### config.mk
export PLATFORM = sky130hd
export DESIGN_NAME = wb_write_arbiter_flat
export DESIGN_NICKNAME = d
export VERILOG_FILES = /design/src/rtl/wb_write_arbiter_pkg.sv /design/src/rtl/wb_write_arbiter_if.sv /design/src/rtl/wb_write_arbiter_fifo.sv /design/src/rtl/wb_write_arbiter.sv /design/src/flat_wrapper.sv
export SDC_FILE = /design/constraint.sdc
export NUM_CORES = 1
export LEC_CHECK = 0
export CORE_MARGIN = 2
export CORE_UTILIZATION = 54
export CTS_BUF_LIST = sky130_fd_sc_hd__clkbuf_16
export DETAILED_ROUTE_END_ITERATION = 12
export MAX_ROUTING_LAYER = met4
export PLACE_DENSITY = 0.88
export SYNTH_ARGS = -nofsm -noshare
export SYNTH_HDL_FRONTEND = slang
export SYNTH_SLANG_ARGS = --single-unit
### constraint.sdc
create_clock -name clk -period 2.65 [get_ports clk]
set_input_delay 0.3975 -clock clk [delete_from_list [all_inputs] [get_ports clk]]
set_output_delay 0.3975 -clock clk [all_outputs]
set_load 0.005 [all_outputs]
### src/rtl/wb_write_arbiter_pkg.sv
// Shared types for the register-file write arbiter: FIFO entry layout and the
// hard-wired zero register index.
package wb_pkg;

  localparam logic [4:0] REG_ZERO = 5'd31;

  typedef struct packed {
    logic        valid;
    logic [4:0]  rd;
    logic [63:0] data;
  } wb_entry_t;

  function automatic logic [31:0] rd_onehot(input logic [4:0] rd);
    return 32'h1 << rd;
  endfunction

endpackage

### src/rtl/wb_write_arbiter_if.sv
// Bundle of pipeline, multi-cycle and register-file write signals.
// With WB_BYPASS_EN defined it also carries the forwarding bypass outputs.
interface wb_write_arbiter_if #(
  parameter int DEPTH = 4,
  parameter int DW    = 64
);
  logic                     pipe_valid;
  logic [4:0]               pipe_rd;
  logic [DW-1:0]            pipe_data;
  logic                     mc_valid;
  logic                     mc_ready;
  logic [4:0]               mc_rd;
  logic [DW-1:0]            mc_data;
  logic                     RegWrite;
  logic [4:0]               WriteRegister;
  logic [DW-1:0]            WriteData;
  logic [31:0]              pending_mask;
  logic [$clog2(DEPTH):0]   fifo_count;
`ifdef WB_BYPASS_EN
  logic                     bypass_valid;
  logic [4:0]               bypass_rd;
  logic [DW-1:0]            bypass_data;
`endif

  // Driver side: the pipeline / multi-cycle unit and register-file consumer.
  modport master (
    output pipe_valid, pipe_rd, pipe_data, mc_valid, mc_rd, mc_data,
    input  mc_ready, RegWrite, WriteRegister, WriteData, pending_mask, fifo_count
`ifdef WB_BYPASS_EN
    , input bypass_valid, bypass_rd, bypass_data
`endif
  );

  // Arbiter side.
  modport slave (
    input  pipe_valid, pipe_rd, pipe_data, mc_valid, mc_rd, mc_data,
    output mc_ready, RegWrite, WriteRegister, WriteData, pending_mask, fifo_count
`ifdef WB_BYPASS_EN
    , output bypass_valid, bypass_rd, bypass_data
`endif
  );

endinterface

### src/rtl/wb_write_arbiter_fifo.sv
// Circular buffer of multi-cycle results. Entries are exposed so the parent
// can squash older writes and build the pending-register mask.
module wb_fifo
  import wb_pkg::*;
#(
  parameter int DEPTH = 4
) (
  input  logic                        clk,
  input  logic                        reset_n,
  input  logic                        push,
  input  wb_entry_t                   push_entry,
  input  logic                        pop,
  input  logic [DEPTH-1:0]            squash,
  output wb_entry_t [DEPTH-1:0]       entries,
  output wb_entry_t                   head,
  output logic [$clog2(DEPTH):0]      count,
  output logic [$clog2(DEPTH):0]      count_next
);

  localparam int AW = $clog2(DEPTH);
  localparam int CW = AW + 1;

  wb_entry_t [DEPTH-1:0] mem_q, mem_d;
  logic [AW-1:0]         rd_ptr_q, rd_ptr_d;
  logic [AW-1:0]         wr_ptr_q, wr_ptr_d;
  logic [CW-1:0]         count_q, count_d;

  // A valid bit is only ever set by a push, and is cleared on pop or squash,
  // so valid implies "occupied and still live".
  always_comb begin
    mem_d = mem_q;
    for (int i = 0; i < DEPTH; i++) begin
      if (squash[i]) mem_d[i].valid = 1'b0;
    end
    if (pop)  mem_d[rd_ptr_q].valid = 1'b0;
    if (push) mem_d[wr_ptr_q] = push_entry;
    rd_ptr_d = rd_ptr_q + AW'(pop);
    wr_ptr_d = wr_ptr_q + AW'(push);
    count_d  = count_q + CW'(push) - CW'(pop);
  end

  always_ff @(posedge clk) begin
    if (!reset_n) begin
      mem_q    <= '0;
      rd_ptr_q <= '0;
      wr_ptr_q <= '0;
      count_q  <= '0;
    end else begin
      mem_q    <= mem_d;
      rd_ptr_q <= rd_ptr_d;
      wr_ptr_q <= wr_ptr_d;
      count_q  <= count_d;
    end
  end

  assign entries    = mem_q;
  assign head       = mem_q[rd_ptr_q];
  assign count      = count_q;
  assign count_next = count_d;

endmodule

### src/rtl/wb_write_arbiter.sv
// Merges the non-stalling pipeline writeback and the queued multi-cycle results
// onto the register-file write port. Optional bypass outputs: WB_BYPASS_EN.
module wb_write_arbiter
  import wb_pkg::*;
#(
  parameter int DEPTH = 4,
  parameter int DW    = 64
) (
  input  logic               clk,
  input  logic               reset_n,
  wb_write_arbiter_if.slave  bus
);

  localparam int CW = $clog2(DEPTH) + 1;

  wb_entry_t [DEPTH-1:0] entries;
  wb_entry_t             head;
  wb_entry_t             push_entry;
  logic [CW-1:0]         count;
  logic [CW-1:0]         count_next;
  logic [DEPTH-1:0]      squash;
  logic [31:0]           entry_mask [DEPTH];
  logic [31:0]           pending;
  logic                  pipe_ok;
  logic                  push;
  logic                  pop;

  logic                  regwrite_q, regwrite_d;
  logic [4:0]            wr_reg_q, wr_reg_d;
  logic [DW-1:0]         wr_data_q, wr_data_d;
  logic                  mc_ready_q, mc_ready_d;

  // A write to the zero register is dropped and frees the port for the FIFO.
  assign pipe_ok = bus.pipe_valid && (bus.pipe_rd != REG_ZERO);
  assign push    = bus.mc_valid && mc_ready_q && (bus.mc_rd != REG_ZERO);
  assign pop     = !pipe_ok && (count != '0);

  assign push_entry = '{valid: 1'b1, rd: bus.mc_rd, data: 64'(bus.mc_data)};

  for (genvar gi = 0; gi < DEPTH; gi++) begin : g_entry
    // The pipe result is younger than anything queued for the same register.
    assign squash[gi]     = pipe_ok && entries[gi].valid && (entries[gi].rd == bus.pipe_rd);
    assign entry_mask[gi] = entries[gi].valid ? rd_onehot(entries[gi].rd) : 32'h0;
  end

  always_comb begin
    pending = 32'h0;
    for (int i = 0; i < DEPTH; i++) begin
      pending = pending | entry_mask[i];
    end
  end

  wb_fifo #(.DEPTH(DEPTH)) u_fifo (
    .clk        (clk),
    .reset_n    (reset_n),
    .push       (push),
    .push_entry (push_entry),
    .pop        (pop),
    .squash     (squash),
    .entries    (entries),
    .head       (head),
    .count      (count),
    .count_next (count_next)
  );

  // Squashed heads pop silently; address and data keep their last values.
  always_comb begin
    regwrite_d = 1'b0;
    wr_reg_d   = wr_reg_q;
    wr_data_d  = wr_data_q;
    if (pipe_ok) begin
      regwrite_d = 1'b1;
      wr_reg_d   = bus.pipe_rd;
      wr_data_d  = bus.pipe_data;
    end else if (pop && head.valid) begin
      regwrite_d = 1'b1;
      wr_reg_d   = head.rd;
      wr_data_d  = DW'(head.data);
    end
    mc_ready_d = (count_next < CW'(DEPTH));
  end

  always_ff @(posedge clk) begin
    if (!reset_n) begin
      regwrite_q <= 1'b0;
      wr_reg_q   <= '0;
      wr_data_q  <= '0;
      mc_ready_q <= 1'b0;
    end else begin
      regwrite_q <= regwrite_d;
      wr_reg_q   <= wr_reg_d;
      wr_data_q  <= wr_data_d;
      mc_ready_q <= mc_ready_d;
    end
  end

  assign bus.RegWrite      = regwrite_q;
  assign bus.WriteRegister = wr_reg_q;
  assign bus.WriteData     = wr_data_q;
  assign bus.mc_ready      = mc_ready_q;
  assign bus.pending_mask  = pending;
  assign bus.fifo_count    = count;

`ifdef WB_BYPASS_EN
  assign bus.bypass_valid = regwrite_d;
  assign bus.bypass_rd    = wr_reg_d;
  assign bus.bypass_data  = wr_data_d;
`endif

endmodule

### src/flat_wrapper.sv
// flat-port wrapper written by rule: the top's interface ports become plain ports
module wb_write_arbiter_flat import wb_pkg::*;
#(
  parameter int DEPTH = 4,
  parameter int DW    = 64
)
  (clk, reset_n, bus_pipe_valid, bus_pipe_rd, bus_pipe_data, bus_mc_valid, bus_mc_rd, bus_mc_data, bus_mc_ready, bus_RegWrite, bus_WriteRegister, bus_WriteData, bus_pending_mask, bus_fifo_count);
  wb_write_arbiter_if #(.DEPTH(DEPTH), .DW(DW)) bus_i ();
  input  logic clk;
  input  logic reset_n;
  input wire logic [$bits(bus_i.pipe_valid)-1:0] bus_pipe_valid;
  input wire logic [$bits(bus_i.pipe_rd)-1:0] bus_pipe_rd;
  input wire logic [$bits(bus_i.pipe_data)-1:0] bus_pipe_data;
  input wire logic [$bits(bus_i.mc_valid)-1:0] bus_mc_valid;
  input wire logic [$bits(bus_i.mc_rd)-1:0] bus_mc_rd;
  input wire logic [$bits(bus_i.mc_data)-1:0] bus_mc_data;
  output wire logic [$bits(bus_i.mc_ready)-1:0] bus_mc_ready;
  output wire logic [$bits(bus_i.RegWrite)-1:0] bus_RegWrite;
  output wire logic [$bits(bus_i.WriteRegister)-1:0] bus_WriteRegister;
  output wire logic [$bits(bus_i.WriteData)-1:0] bus_WriteData;
  output wire logic [$bits(bus_i.pending_mask)-1:0] bus_pending_mask;
  output wire logic [$bits(bus_i.fifo_count)-1:0] bus_fifo_count;
  assign bus_i.pipe_valid = bus_pipe_valid;
  assign bus_i.pipe_rd = bus_pipe_rd;
  assign bus_i.pipe_data = bus_pipe_data;
  assign bus_i.mc_valid = bus_mc_valid;
  assign bus_i.mc_rd = bus_mc_rd;
  assign bus_i.mc_data = bus_mc_data;
  assign bus_mc_ready = bus_i.mc_ready;
  assign bus_RegWrite = bus_i.RegWrite;
  assign bus_WriteRegister = bus_i.WriteRegister;
  assign bus_WriteData = bus_i.WriteData;
  assign bus_pending_mask = bus_i.pending_mask;
  assign bus_fifo_count = bus_i.fifo_count;
  wb_write_arbiter #(.DEPTH(DEPTH), .DW(DW)) u_core (.clk(clk), .reset_n(reset_n), .bus(bus_i));
endmodule
# After elaboration in Yosys (flattened, before gate mapping)
# Index checks and enable logic that the tools add are counted.
dict set report op_classes {
  bitwise_logic 3
  add_sub_neg 4
  shift 4
  reduce_logical 18
  n_eq_ne 6
  n_mux 24
  order_cmp 5
}
# operator count
set ops {}
lappend ops {{280-bit bitwise mux} 2}
lappend ops {{280-bit two-way mux} 2}
lappend ops {{70-bit demux with 2-bit select} 2}
lappend ops {{70-bit two-way mux} 3}
lappend ops {{70-bit binary-select mux with 2-bit select} 1}
lappend ops {{32-bit two-way mux} 4}
lappend ops {{64-bit two-way mux} 2}
lappend ops {{1-bit by 5-bit << shifter with 32-bit output (first input constant)} 4}
lappend ops {{32-bit bitwise OR} 3}
lappend ops {{5-bit == test} 4}
lappend ops {{1-bit logical AND} 15}
lappend ops {{5-bit two-way mux} 2}
lappend ops {{5-bit inequality test (second input constant)} 2}
lappend ops {{2-bit by 3-bit less-than comparator with 1-bit output (second input constant)} 2}
lappend ops {{1-bit two-way mux} 6}
lappend ops {{2-bit by 1-bit adder with 2-bit output} 2}
lappend ops {{2-bit by 1-bit greater-or-equal comparator with 1-bit output (second input constant)} 2}
lappend ops {{3-bit by 1-bit adder with 3-bit output} 1}
lappend ops {{3-bit less-than comparator (second input constant)} 1}
lappend ops {{3-bit nonzero test} 1}
lappend ops {{3-bit by 1-bit subtractor with 3-bit output} 1}
lappend ops {{2-bit nonzero test} 1}
lappend ops {{1-bit logical NOT} 1}
dict set report totals {
  elab_cells 83
  input_bits 142
  output_inout_bits 106
  reg_bits 358
}

# Longest topological paths before layout
# Gate-level depths: netlist of run 1.
dict set report depth {
  word_depth 9
  depth_mapped 11
  depth_no_buf 9
}

# By module
# From an unflattened synthesis of run 1, not the netlist that was laid out.
dict set report hier_totals {
  hier_cells 1930
  area_unflattened_um2 17382.9
}
# mod area_per_inst_um2 n_inst cells_each seq_area_each_um2
set modules_own_cells {}
lappend modules_own_cells {wb_fifo 12416.9 1 1340 5745.5}
lappend modules_own_cells {wb_write_arbiter 4966.0 1 590 1421.4}

# Least setup slack after synthesis of run 1
# Ideal clock, no wire load.
dict set report synth_path {
  path_type {in2reg}
  from {in bus_pipe_rd[1]}
  to {reg u_core.mc_ready_q (netlist: u_core.bus.mc_ready)}
  cell_stages 11
  t_required_ps 2535
  slack_ps 296
  path_buffers 2
  arrival_time_ps 2239
  setup_time_ps 115
  path_cell_list {buf_2 > and3_1 > o211a_1 > buf_6 > xor2_1 > ha_1 > inv_1 > fa_1 > xor2_1 > xnor2_1 > and2_1}
}
dict set report synth_via {
  elab_chain_cells 6
}
# element line_no
set synth_rtl {}
lappend synth_rtl {{from (decl)} flat_wrapper.sv:12} ;# input wire logic [$bits(bus_i.pipe_rd)-1:0] bus_pipe_rd;
lappend synth_rtl {{5-bit inequality test} wb_write_arbiter.sv:34} ;# assign pipe_ok = bus.pipe_valid && (bus.pipe_rd != REG_ZERO);
lappend synth_rtl {{1-bit logical AND} wb_write_arbiter.sv:34}
lappend synth_rtl {{1-bit logical NOT} wb_write_arbiter.sv:36} ;# assign pop = !pipe_ok && (count != '0);
lappend synth_rtl {{1-bit logical AND} wb_write_arbiter.sv:36}
lappend synth_rtl {{3-bit by 1-bit subtractor with 3-bit output} wb_write_arbiter_fifo.sv:39} ;# count_d = count_q + CW'(push) - CW'(pop);
lappend synth_rtl {{3-bit less-than comparator} wb_write_arbiter.sv:80} ;# mc_ready_d = (count_next < CW'(DEPTH));
lappend synth_rtl {{to (signal assigned)} wb_write_arbiter.sv:93} ;# mc_ready_q <= mc_ready_d;
lappend synth_rtl {{to (decl)} wb_write_arbiter.sv:31} ;# logic mc_ready_q, mc_ready_d;
# Every way passes these cells.
# A chain may end at the register's enable or synchronous reset.

# Worst setup path after layout of run 1
dict set report layout_path {
  from {reg u_core.u_fifo.mem_q (netlist bit u_core.u_fifo.entries[277])}
  to {out bus_pending_mask[27]}
}
dict set report layout_via {
  elab_chain_cells 3
}
# element line_no
set layout_rtl {}
lappend layout_rtl {{from (decl)} wb_write_arbiter_fifo.sv:23} ;# wb_entry_t [DEPTH-1:0] mem_q, mem_d;
lappend layout_rtl {{from (signal assigned)} wb_write_arbiter_fifo.sv:49} ;# mem_q <= mem_d;
lappend layout_rtl {{1-bit by 5-bit << shifter with 32-bit output} wb_write_arbiter_pkg.sv:14} ;# return 32'h1 << rd;
lappend layout_rtl {{32-bit two-way mux} wb_write_arbiter.sv:43} ;# assign entry_mask[gi] = entries[gi].valid ? rd_onehot(entries[gi].rd) : 32'h0;
lappend layout_rtl {{32-bit bitwise OR} wb_write_arbiter.sv:49} ;# pending = pending | entry_mask[i];
lappend layout_rtl {{to (decl)} flat_wrapper.sv:21} ;# output wire logic [$bits(bus_i.pending_mask)-1:0] bus_pending_mask;
# Every way passes these cells.

==> flow_metrics.py, run 1 <==
metrics = {
    "routing": {
        "finalWirelength_um": 49100,
        "wl_per_cell_um": 20.1,
        "wl_met3_um": 4700,
        "drt_iter0_drc": 1690,
        "first_pass_iters": 6,
        "highest_layer": "met4",
        "routed_via_density": 6.11,
        "wl_met1_um": 18600,
        "vias": 14900,
        "wl_met2_um": 23900,
        "drcViolationCount": 0,
        "antenna_left": 0,
    },
    "timing": {
        "slew_viol_final": 0,
        "finalSetupViolCount": 0,
        "slew_headroom": 0.442,
        "finalHoldViolations": 0,
        "fmax_mhz": 379,
        "post-route-min-period_ns": 2.64,
        "worst_pin_slew_ns": 0.838,
        "fin_ws_ns": 0.00943,
        "fin_tns_setup_ns": 0,
        "finClkSkew_ns": 0.0154,
        "rsz0062_at_grt": "true",
        "whs_ns": 0.451,
        "finalCritPeriodShare": 0.996,
    },
    "synthesis": {
        "synth_compound_area_frac": 0.180,
        "synth_ff_type": "dfxtp_1",
        "synth_cell_type_count": 60,
        "syn_avg_cell_area_sq_um": 8.76,
        "synth_xor_xnor_area_share": 0.0138,
        "yosys_register_bits": 358,
        "yosys-top-cells-area": "dfxtp_1 (45%), nand2_1 (14%), mux4_2 (9.9%), a21oi_1 (9.1%), a221o_1 (4.0%)",
        "async_flop_share": 0,
        "synth_top_cell_by_area": "dfxtp_1",
        "synth-edff-count": 0,
        "synth_area_sq_um": 15900,
        "synth_top_family_by_area": "simple AND/OR/NAND/NOR gates",
        "ys_seq_area_frac": 0.451,
        "yosysWarnings": 0,
        "synth_top_area_share": 0.451,
        "synthMuxAreaShare": 0.102,
        "synth-simple-area-share": 0.200,
        "syn_nets": 1958,
        "syn_inst": 1813,
        "synth_fa_ha_area_frac": 0.00284,
    },
    "finish": {
        "drive_gt1_frac": 0.136,
        "mostFrequentLayoutCells": "nand2_1 (582), dfxtp_1 (336), a21oi_1 (289)",
        "post-route-cell-area_sq_um": 20300,
        "layout.cells.non_filler": 2441,
        "nets": 2172,
        "syn2layout_area_growth_pct": 27.9,
        "layout_commonest_cell": "nand2_1",
    },
    "pwr": {
        "p_seq_frac": 0.438,
        "switchingPower_w": 0.00367,
        "p_sw_frac": 0.270,
        "leakagePower_nw": 7.03,
        "combPwrFrac": 0.181,
        "p_per_area_nw_per_um2": 669,
        "peakVddDrop_uv": 473,
        "p_int_w": 0.00991,
        "p_clk_frac": 0.381,
    },
    "grt": {
        "grt_pass1_wl_um": 76400,
        "grt_pass1_vias": 14900,
        "grt_max_degree": 114,
        "track_usage": 0.317,
        "antenna_found_initial": 4,
        "grt-ovfl-total": 0,
    },
    "critical_path": {
        "r2r-start": "u_core.u_fifo.count[1]$_SDFF_PN0_",
        "cpLargestDelayFamily": "buffers and inverters",
        "cp-endpoint": "bus_pending_mask[27]",
        "max_stage_delay_ns": 0.55,
        "setup.worst_path.start": "u_core.u_fifo.entries[277]$_SDFFE_PN0P_",
        "cp_num_buf_inv": 1,
        "worstSetupPathType": "reg2out",
        "r2r_end": "u_core.bus.mc_ready$_SDFF_PN0_",
        "timing.critical_path.cells": "nor2b_1 > and3_2 > a32oi_1 > o211ai_1 > clkdlybuf4s50_1",
        "r2r_slack_ns": 0.21,
        "end_kind": "primary output",
        "path_max_fanout": 4,
        "arrival_ns": 2.24,
        "r2r_cells": 9,
        "worst_setup_path_start_kind": "register",
        "crit_slowest_cell": "clkdlybuf4s50_1",
        "crit_cells": 5,
        "required_ns": 2.25,
    },
    "placement": {
        "dp_slack_ns": -0.0698,
        "io_buffers": 247,
        "post-dp-hpwl_um": 31700,
        "finalWeightedCongestion": 0.976,
        "placed_cell_area_sq_um": 18900,
        "dp.cells": 2364,
    },
    "clocking": {
        "holdBufCountCts": 0,
        "cts.sinks": 358,
        "root_buffer": "clkbuf_16",
        "cts_tree": "built",
        "cts_buffers": 37,
        "clk_latency_ns": 0.52,
        "clock_path_buffers": 3,
        "htree_num_levels": 2,
        "clk_pin_slew_ns": 0.06,
    },
    "job": {
        "cap_violations": 0,
    },
    "floorplanning": {
        "dieWidth_um": 175,
        "ios": 248,
        "start_util": 0.550,
        "die_h_um": 175,
        "fp.dieArea_sq_um": 30800,
        "rows": 62,
        "core-area_sq_um": 28900,
    },
    "run_status": {
        "status": "finished, final reports clean",
    },
    "min_path": {
        "hold_class": "reg2reg",
    },
}
## flip-flops by register name, indices dropped and copies added (netlist names)
register	flops
u_core.bus.RegWrite	1
u_core.bus.WriteData	64
u_core.bus.WriteRegister	5
u_core.bus.mc_ready	1
u_core.u_fifo.count	3
u_core.u_fifo.entries	280
u_core.u_fifo.rd_ptr_q	2
u_core.u_fifo.wr_ptr_q	2
## per-stage QoR
stage	util	power [W]
finish	0.704	0.0136
global route	0.704	0.0140
CTS	0.698	0.0136
detailed placement	0.655	0.00847
global placement	0.655	0.00839
floorplan	-	0.00741
## synthesized netlist by cell type, types with 3 or more instances
library cell and instances:
and4_1 4, nand2_1 582, nand4_1 4, buf_6 17
buf_2 30, o21ai_0 14, and3_1 5, a22o_1 3
clkbuf_1 107, nor3_1 4, a222oi_1 3, xnor2_1 23
and2_1 68, a32oi_1 13, buf_1 5, a21bo_2 4
nor2b_1 17, nand2b_1 8, inv_1 6, nor2_1 19
nand3_1 9, a221o_1 64, nor4_1 4, a31o_2 3
and4b_1 4, mux4_2 70, mux2i_1 5, dfxtp_1 358
o311ai_0 4, a22oi_1 10, a21oi_1 289, or3_1 3
o211ai_1 19
## per-layer routing
metal | track usage | vias to the layer above
li1 | - | 6738
met3 | 0.0628 | 151
met2 | 0.512 | 852
met5 | - | -
met4 | 0.134 | 0
met1 | 0.388 | 7166
## worst min-delay path, stage by stage, from the launching register on
cell and delay, ns:
dfxtp_1 0.30, nand2_1 0.05, a21oi_1 0.05
## area by class of cell
class | count | area [sq um]
Timing Repair Buffer | 335 | 3320
Clock buffer | 39 | 976
Sequential cell | 358 | 7220
Clock inverter | 26 | 231
Antenna cell | 4 | 10.0
Inverter | 7 | 33.8
Multi-Input combinational cell | 1288 | 8040
Tap cell | 384 | 480
Fill cell | 2114 | 8550
## worst min-delay path by stage
stage / from / end / slack (ns) / depth (start not counted)
2_1_floorplan: u_core.u_fifo.entries[100]$_SDFFE_PN0P_ / u_core.u_fifo.entries[100]$_SDFFE_PN0P_ / 0.43 / 2
3_3_place_gp: u_core.u_fifo.entries[151]$_SDFFE_PN0P_ / u_core.u_fifo.entries[151]$_SDFFE_PN0P_ / 0.44 / 2
3_5_place_dp: u_core.u_fifo.entries[104]$_SDFFE_PN0P_ / u_core.u_fifo.entries[104]$_SDFFE_PN0P_ / 0.44 / 2
4_1_cts: u_core.u_fifo.entries[104]$_SDFFE_PN0P_ / u_core.u_fifo.entries[104]$_SDFFE_PN0P_ / 0.45 / 2
5_1_grt: u_core.u_fifo.entries[237]$_SDFFE_PN0P_ / u_core.u_fifo.entries[237]$_SDFFE_PN0P_ / 0.47 / 2
6_report: u_core.u_fifo.entries[104]$_SDFFE_PN0P_ / u_core.u_fifo.entries[104]$_SDFFE_PN0P_ / 0.45 / 2
## cells by family (layout without fill, tap and decap cells)
logic type,Yosys count,in the layout
AO/OA/AOI/OAI,444,444
XOR/XNOR,25,25
adder cells (fa/ha/maj),3,3
buffers and inverters,167,407
flip-flops,358,358
multiplexers,75,75
other,0,4
AND/OR/NAND/NOR,741,741
## what timing repair did
action                     CTS  global route
pin swaps                    2             3
setup endpoints to repair   31            24
resized for setup           38            39
buffers inserted             0             8
cloned                       0             0
## power by group through the flow
stage	Clock, W	Sequential (W)	Combinational [W]
after floorplan	0	0.00597	0.00144
after CTS	0.00520	0.00595	0.00243
after global placement	0	0.00604	0.00235
after detailed placement	0	0.00606	0.00241
after global routing	0.00543	0.00598	0.00262
final	0.00517	0.00595	0.00246
(Power assumes the default switching activity.)
==> inputs of run 2 (changes only) <==
SKIP_LAST_GASP = 1   (was not set)
==> flow_metrics.py, run 2 (synthesized netlist as in run 1, its figures left out) <==
metrics = {
    "finish": {
        "syn2layout_area_growth_pct": 27.7,
        "layout_commonest_cell": "nand2_1",
        "nets": 2172,
        "n_fill_cell": 2121,
        "mostFrequentLayoutCells": "nand2_1 (582), dfxtp_1 (336), a21oi_1 (288)",
        "drive_gt1_frac": 0.134,
        "post-route-cell-area_sq_um": 20300,
        "largest_reg_flops": 280,
    },
    "timing": {
        "fmax_mhz": 380,
        "post-route-min-period_ns": 2.63,
        "whs_ns": 0.451,
        "slew_headroom": 0.440,
        "finalCritPeriodShare": 0.993,
        "finalHoldViolations": 0,
        "slew_viol_final": 0,
        "worst_pin_slew_ns": 0.840,
        "finalSetupViolCount": 0,
        "finClkSkew_ns": 0.0144,
        "rsz0062_at_grt": "true",
    },
    "grt": {
        "track_usage": 0.317,
        "grt_pass1_wl_um": 76400,
        "antenna_found_initial": 4,
        "grt_max_degree": 114,
        "grt_pass1_vias": 14900,
        "grt-ovfl-total": 0,
    },
    "pwr": {
        "p_clk_frac": 0.380,
        "combPwrFrac": 0.181,
        "p_sw_frac": 0.270,
        "p_per_area_nw_per_um2": 670,
        "leakagePower_nw": 6.96,
        "p_seq_frac": 0.438,
        "switchingPower_w": 0.00367,
        "p_int_w": 0.00992,
        "peakVddDrop_uv": 470,
    },
    "run_status": {
        "status": "finished, final reports clean",
    },
    "critical_path": {
        "timing.critical_path.cells": "nand2b_2 > nor3b_1 > buf_4 > nand2_1 > o311ai_1 > clkdlybuf4s50_1",
        "crit_slowest_cell": "clkdlybuf4s50_1",
        "r2r_cells": 9,
        "worstSetupPathType": "reg2out",
        "worst_setup_path_start_kind": "register",
        "r2r_slack_ns": 0.21,
        "end_kind": "primary output",
        "path_max_fanout": 7,
        "required_ns": 2.25,
        "arrival_ns": 2.23,
        "max_stage_delay_ns": 0.59,
    },
    "job": {
        "cap_violations": 0,
    },
    "floorplanning": {
        "ios": 248,
        "dieWidth_um": 175,
        "start_util": 0.550,
        "fp.dieArea_sq_um": 30800,
        "core-area_sq_um": 28900,
        "die_h_um": 175,
        "rows": 62,
    },
    "min_path": {
        "hold_class": "reg2reg",
        "min_path_cells": 2,
    },
    "routing": {
        "vias": 15000,
        "wl_per_cell_um": 20.1,
        "drcViolationCount": 0,
        "finalWirelength_um": 49100,
        "antenna_left": 0,
        "first_pass_iters": 10,
        "drt_iter0_drc": 1711,
        "routed_via_density": 6.15,
    },
    "clocking": {
        "cts_buffers": 37,
        "root_buffer": "clkbuf_16",
        "clock_path_buffers": 3,
        "cts_tree": "built",
        "htree_num_levels": 2,
        "clk_latency_ns": 0.52,
        "holdBufCountCts": 0,
        "cts.sinks": 358,
        "clk_pin_slew_ns": 0.06,
    },
    "placement": {
        "post-dp-hpwl_um": 31700,
        "finalWeightedCongestion": 0.976,
        "placed_cell_area_sq_um": 18900,
        "io_buffers": 247,
    },
}
run 2: cell types whose count changed in the layout (fill, tap and decap cells not counted), moves of 2 or more:
cell / delta
nand2b_2: +2
dfxtp_4: -2
clkdlybuf4s50_1: +4
nand2b_4: -2
nor2_1: +3
nor2_2: -3
dfxtp_2: +2
dlymetal6s2s_1: -3
run 2: cell type report:
type / count / area, sq um / share of cell area
diodes: 4 / 10.0 / 0.000494
clock buffers: 39 / 976 / 0.0481
repair buffers: 335 / 3310 / 0.163
multi-input cells: 1288 / 8020 / 0.396
inverters: 7 / 33.8 / 0.00167
clock inverters: 26 / 231 / 0.0114
flip-flops and latches: 358 / 7210 / 0.356
well taps: 384 / 480 / 0.0237
run 2: repair_timing:
item / CTS / global route
resized for setup: 36 / 30
setup endpoints to repair: 31 / 25
setup buffers: 0 / 8
gates cloned: 0 / 0
pin swaps: 1 / 2
run 2: final timing paths:
kind	startpoint	endpoint
worst min register to register	u_core.u_fifo.entries[104]$_SDFFE_PN0P_	u_core.u_fifo.entries[104]$_SDFFE_PN0P_
worst max-delay path	u_core.u_fifo.entries[138]$_SDFFE_PN0P_	bus_pending_mask[3]
worst max register to register	u_core.u_fifo.count[1]$_SDFF_PN0_	u_core.bus.mc_ready$_SDFF_PN0_
worst min-delay path	u_core.u_fifo.entries[104]$_SDFFE_PN0P_	u_core.u_fifo.entries[104]$_SDFFE_PN0P_
run 2: power groups by stage:
stage | Combinational, W | Sequential (W) | Clock, W
after floorplan | 0.00144 | 0.00597 | 0
after global placement | 0.00235 | 0.00604 | 0
after detailed placement | 0.00241 | 0.00606 | 0
after CTS | 0.00243 | 0.00595 | 0.00520
after global routing | 0.00262 | 0.00598 | 0.00543
final | 0.00246 | 0.00595 | 0.00516
run 2: stage by stage:
step           utilization  total power [W]  TNS [ns]  std cells  worst slack, ns
2_1_floorplan            -          0.00741         0       1813            0.296
3_3_place_gp         0.655          0.00839   -0.0178       2364          -0.0178
3_5_place_dp         0.655          0.00847   -0.0785       2364          -0.0698
4_1_cts              0.698           0.0136   -0.0612       2429          -0.0456
5_1_grt              0.703           0.0140    -0.438       2441           -0.118
6_report             0.703           0.0136         0       2441           0.0187
run 2: critical path: cells and delay by family (launching register included):
kind                   cells  cell delay [ns]
buffers and inverters      2             0.77
AND/OR/NAND/NOR            3             0.48
flip-flops                 1             0.36
AO/OA/AOI/OAI              1             0.12
run 2: metal layers:
| layer | GRT usage | wire [um] | vias to the layer above |
|---|---|---|---|
| met2 | 0.512 | 23900 | 821 |
| li1 | - | - | 6735 |
| met1 | 0.388 | 18800 | 7317 |
| met4 | 0.134 | 1720 | 0 |
| met3 | 0.0628 | 4600 | 130 |
| met5 | - | 0 | - |
==> inputs of run 3 (changes only) <==
--- a/config.mk
+++ b/config.mk
@@ -9,4 +9,5 @@
 export CORE_UTILIZATION = 54
 export CTS_BUF_LIST = sky130_fd_sc_hd__clkbuf_16
+export CTS_CLUSTER_DIAMETER = 200
 export DETAILED_ROUTE_END_ITERATION = 12
 export MAX_ROUTING_LAYER = met4
==> constraint.sdc (replaced) <==
create_clock -name clk -period 2.65 [get_ports clk]
set_input_delay 0.3975 -clock clk [delete_from_list [all_inputs] [get_ports clk]]
set_output_delay 0.3975 -clock clk [all_outputs]
set_load 0.05 [all_outputs]
==> flow_metrics.py, run 3 (synthesized netlist as in run 1, its figures left out) <==
metrics = {
    "timing": {
        "worst_pin_slew_ns": 0.828,
        "slew_viol_final": 0,
        "post-route-min-period_ns": 2.61,
        "finalCritPeriodShare": 0.986,
        "finalHoldViolations": 0,
        "fin_ws_ns": 0.0366,
        "rsz0062_at_grt": "false",
        "slew_headroom": 0.448,
        "finClkSkew_ns": 0.0148,
        "finalSetupViolCount": 0,
        "fmax_mhz": 383,
        "whs_ns": 0.451,
    },
    "finish": {
        "nets": 2144,
        "seqCellArea_sq_um": 7180,
        "layout_commonest_cell": "nand2_1",
        "drive_gt1_frac": 0.122,
        "multi_input_area_sq_um": 7980,
        "largest_reg_flops": 280,
        "n_fill_cell": 2117,
        "syn2layout_area_growth_pct": 25.7,
        "mostFrequentLayoutCells": "nand2_1 (582), dfxtp_1 (350), a21oi_1 (289)",
    },
    "pwr": {
        "p_per_area_nw_per_um2": 679,
        "peakVddDrop_uv": 452,
        "p_clk_frac": 0.353,
        "total_power_w": 0.0135,
        "p_int_w": 0.00954,
        "p_seq_frac": 0.442,
        "combPwrFrac": 0.206,
        "p_sw_frac": 0.296,
        "switchingPower_w": 0.00401,
        "leakagePower_nw": 6.81,
    },
    "grt": {
        "grt-ovfl-total": 0,
        "grt_max_degree": 145,
        "grt_pass1_wl_um": 76400,
        "track_usage": 0.317,
        "antenna_found_initial": 3,
        "grt_pass1_vias": 14700,
    },
    "critical_path": {
        "crit_slowest_cell": "dfxtp_1",
        "crit_cells": 5,
        "worstSetupPathType": "reg2out",
        "r2r_cells": 9,
        "cp-endpoint": "bus_pending_mask[30]",
        "r2r-start": "u_core.u_fifo.count[1]$_SDFF_PN0_",
        "cp_num_buf_inv": 2,
        "max_stage_delay_ns": 0.45,
        "end_kind": "primary output",
        "timing.critical_path.cells": "buf_4 > and4_1 > a222oi_1 > o21ai_0 > buf_12",
        "r2r_slack_ns": 0.23,
        "worst_setup_path_start_kind": "register",
        "arrival_ns": 2.22,
        "setup.worst_path.start": "u_core.u_fifo.entries[276]$_SDFFE_PN0P_",
        "required_ns": 2.25,
        "cpLargestDelayFamily": "compound AO/OA/AOI/OAI gates",
        "r2r_end": "u_core.bus.mc_ready$_SDFF_PN0_",
        "path_max_fanout": 8,
    },
    "clocking": {
        "clk_latency_ns": 0.51,
        "cts.sinks": 358,
        "clock_path_buffers": 3,
        "cts_tree": "built",
        "cts_setup_buffers": 0,
        "cts_buffers": 36,
        "clk_pin_slew_ns": 0.06,
        "root_buffer": "clkbuf_16",
        "htree_num_levels": 2,
    },
    "floorplanning": {
        "rows": 62,
        "fp.dieArea_sq_um": 30800,
        "dieWidth_um": 175,
        "start_util": 0.550,
        "core-area_sq_um": 28900,
        "ios": 248,
        "die_h_um": 175,
    },
    "job": {
        "cap_violations": 0,
    },
    "routing": {
        "vias": 14800,
        "antenna_left": 0,
        "drcViolationCount": 0,
        "first_pass_iters": 6,
        "routed_via_density": 6.12,
        "finalWirelength_um": 48800,
        "drt_iter0_drc": 1630,
        "wl_per_cell_um": 20.2,
    },
    "placement": {
        "dp_slack_ns": -0.0281,
        "finalWeightedCongestion": 0.975,
        "post-dp-hpwl_um": 30800,
        "io_buffers": 247,
    },
    "run_status": {
        "status": "finished, final reports clean",
    },
    "min_path": {
        "min_path_cells": 2,
        "hold_class": "reg2reg",
    },
}
==> run 3: metal layers <==
metal,up-vias,part of all wire,global-route usage
met1,7149,0.39,0.391
li1,6695,-,-
met2,796,0.49,0.515
met3,118,0.091,0.0615
met5,-,0,-
met4,0,0.034,0.124
==> run 3: repair_timing <==
| item | in CTS | in global routing |
|---|---|---|
| hold buffers | 0 | 0 |
| endpoints found under the setup margin | 9 | 20 |
| resized for setup | 3 | 10 |
==> run 3: worst register-to-register path, delay by kind of cell, from the launching register on <==
kind	cells	cell delay, ns
AND/OR/NAND/NOR	2	0.67
buffers and inverters	1	0.05
adder cells (fa/ha/maj)	2	0.56
XOR/XNOR	3	0.46
AO/OA/AOI/OAI	1	0.22
flip-flops	1	0.36
==> run 3: worst min-delay path by stage <==
stage	start	endpoint	slack [ns]
floorplan	u_core.u_fifo.entries[100]$_SDFFE_PN0P_	u_core.u_fifo.entries[100]$_SDFFE_PN0P_	0.43
global placement	u_core.u_fifo.entries[128]$_SDFFE_PN0P_	u_core.u_fifo.entries[128]$_SDFFE_PN0P_	0.44
detailed placement	u_core.u_fifo.entries[97]$_SDFFE_PN0P_	u_core.u_fifo.entries[97]$_SDFFE_PN0P_	0.44
CTS	u_core.u_fifo.entries[94]$_SDFFE_PN0P_	u_core.u_fifo.entries[94]$_SDFFE_PN0P_	0.45
global route	u_core.u_fifo.entries[97]$_SDFFE_PN0P_	u_core.u_fifo.entries[97]$_SDFFE_PN0P_	0.47
finish	u_core.u_fifo.entries[211]$_SDFFE_PN0P_	u_core.u_fifo.entries[211]$_SDFFE_PN0P_	0.45
==> run 3: power groups by stage <==
stage / logic [W] / registers (W) / clock network, W
floorplan: 0.00146 / 0.00632 / 0
global placement: 0.00268 / 0.00606 / 0
detailed placement: 0.00274 / 0.00608 / 0
CTS: 0.00277 / 0.00597 / 0.00482
global route: 0.00294 / 0.00601 / 0.00505
finish: 0.00279 / 0.00598 / 0.00478
==> run 3: cell type report <==
| cell class | count | area share |
|---|---|---|
| Antenna cell | 3 | 0.000376 |
| Clock buffer | 38 | 0.0476 |
| Clock inverter | 26 | 0.00765 |
| Inverter | 7 | 0.00169 |
| Multi-Input combinational cell | 1288 | 0.400 |
| Sequential cell | 358 | 0.360 |
| Tap cell | 384 | 0.0241 |
| Timing Repair Buffer | 308 | 0.159 |
==> run 3: per-stage QoR <==
stage / cells / setup TNS, ns / instance area (sq um) / util
2_1_floorplan: 1813 / 0 / 15900 / -
3_3_place_gp: 2345 / -0.0325 / 18800 / 0.652
3_5_place_dp: 2345 / -0.0281 / 18800 / 0.652
4_1_cts: 2409 / 0 / 19900 / 0.690
5_1_grt: 2412 / 0 / 20000 / 0.692
6_report: 2412 / 0 / 20000 / 0.692
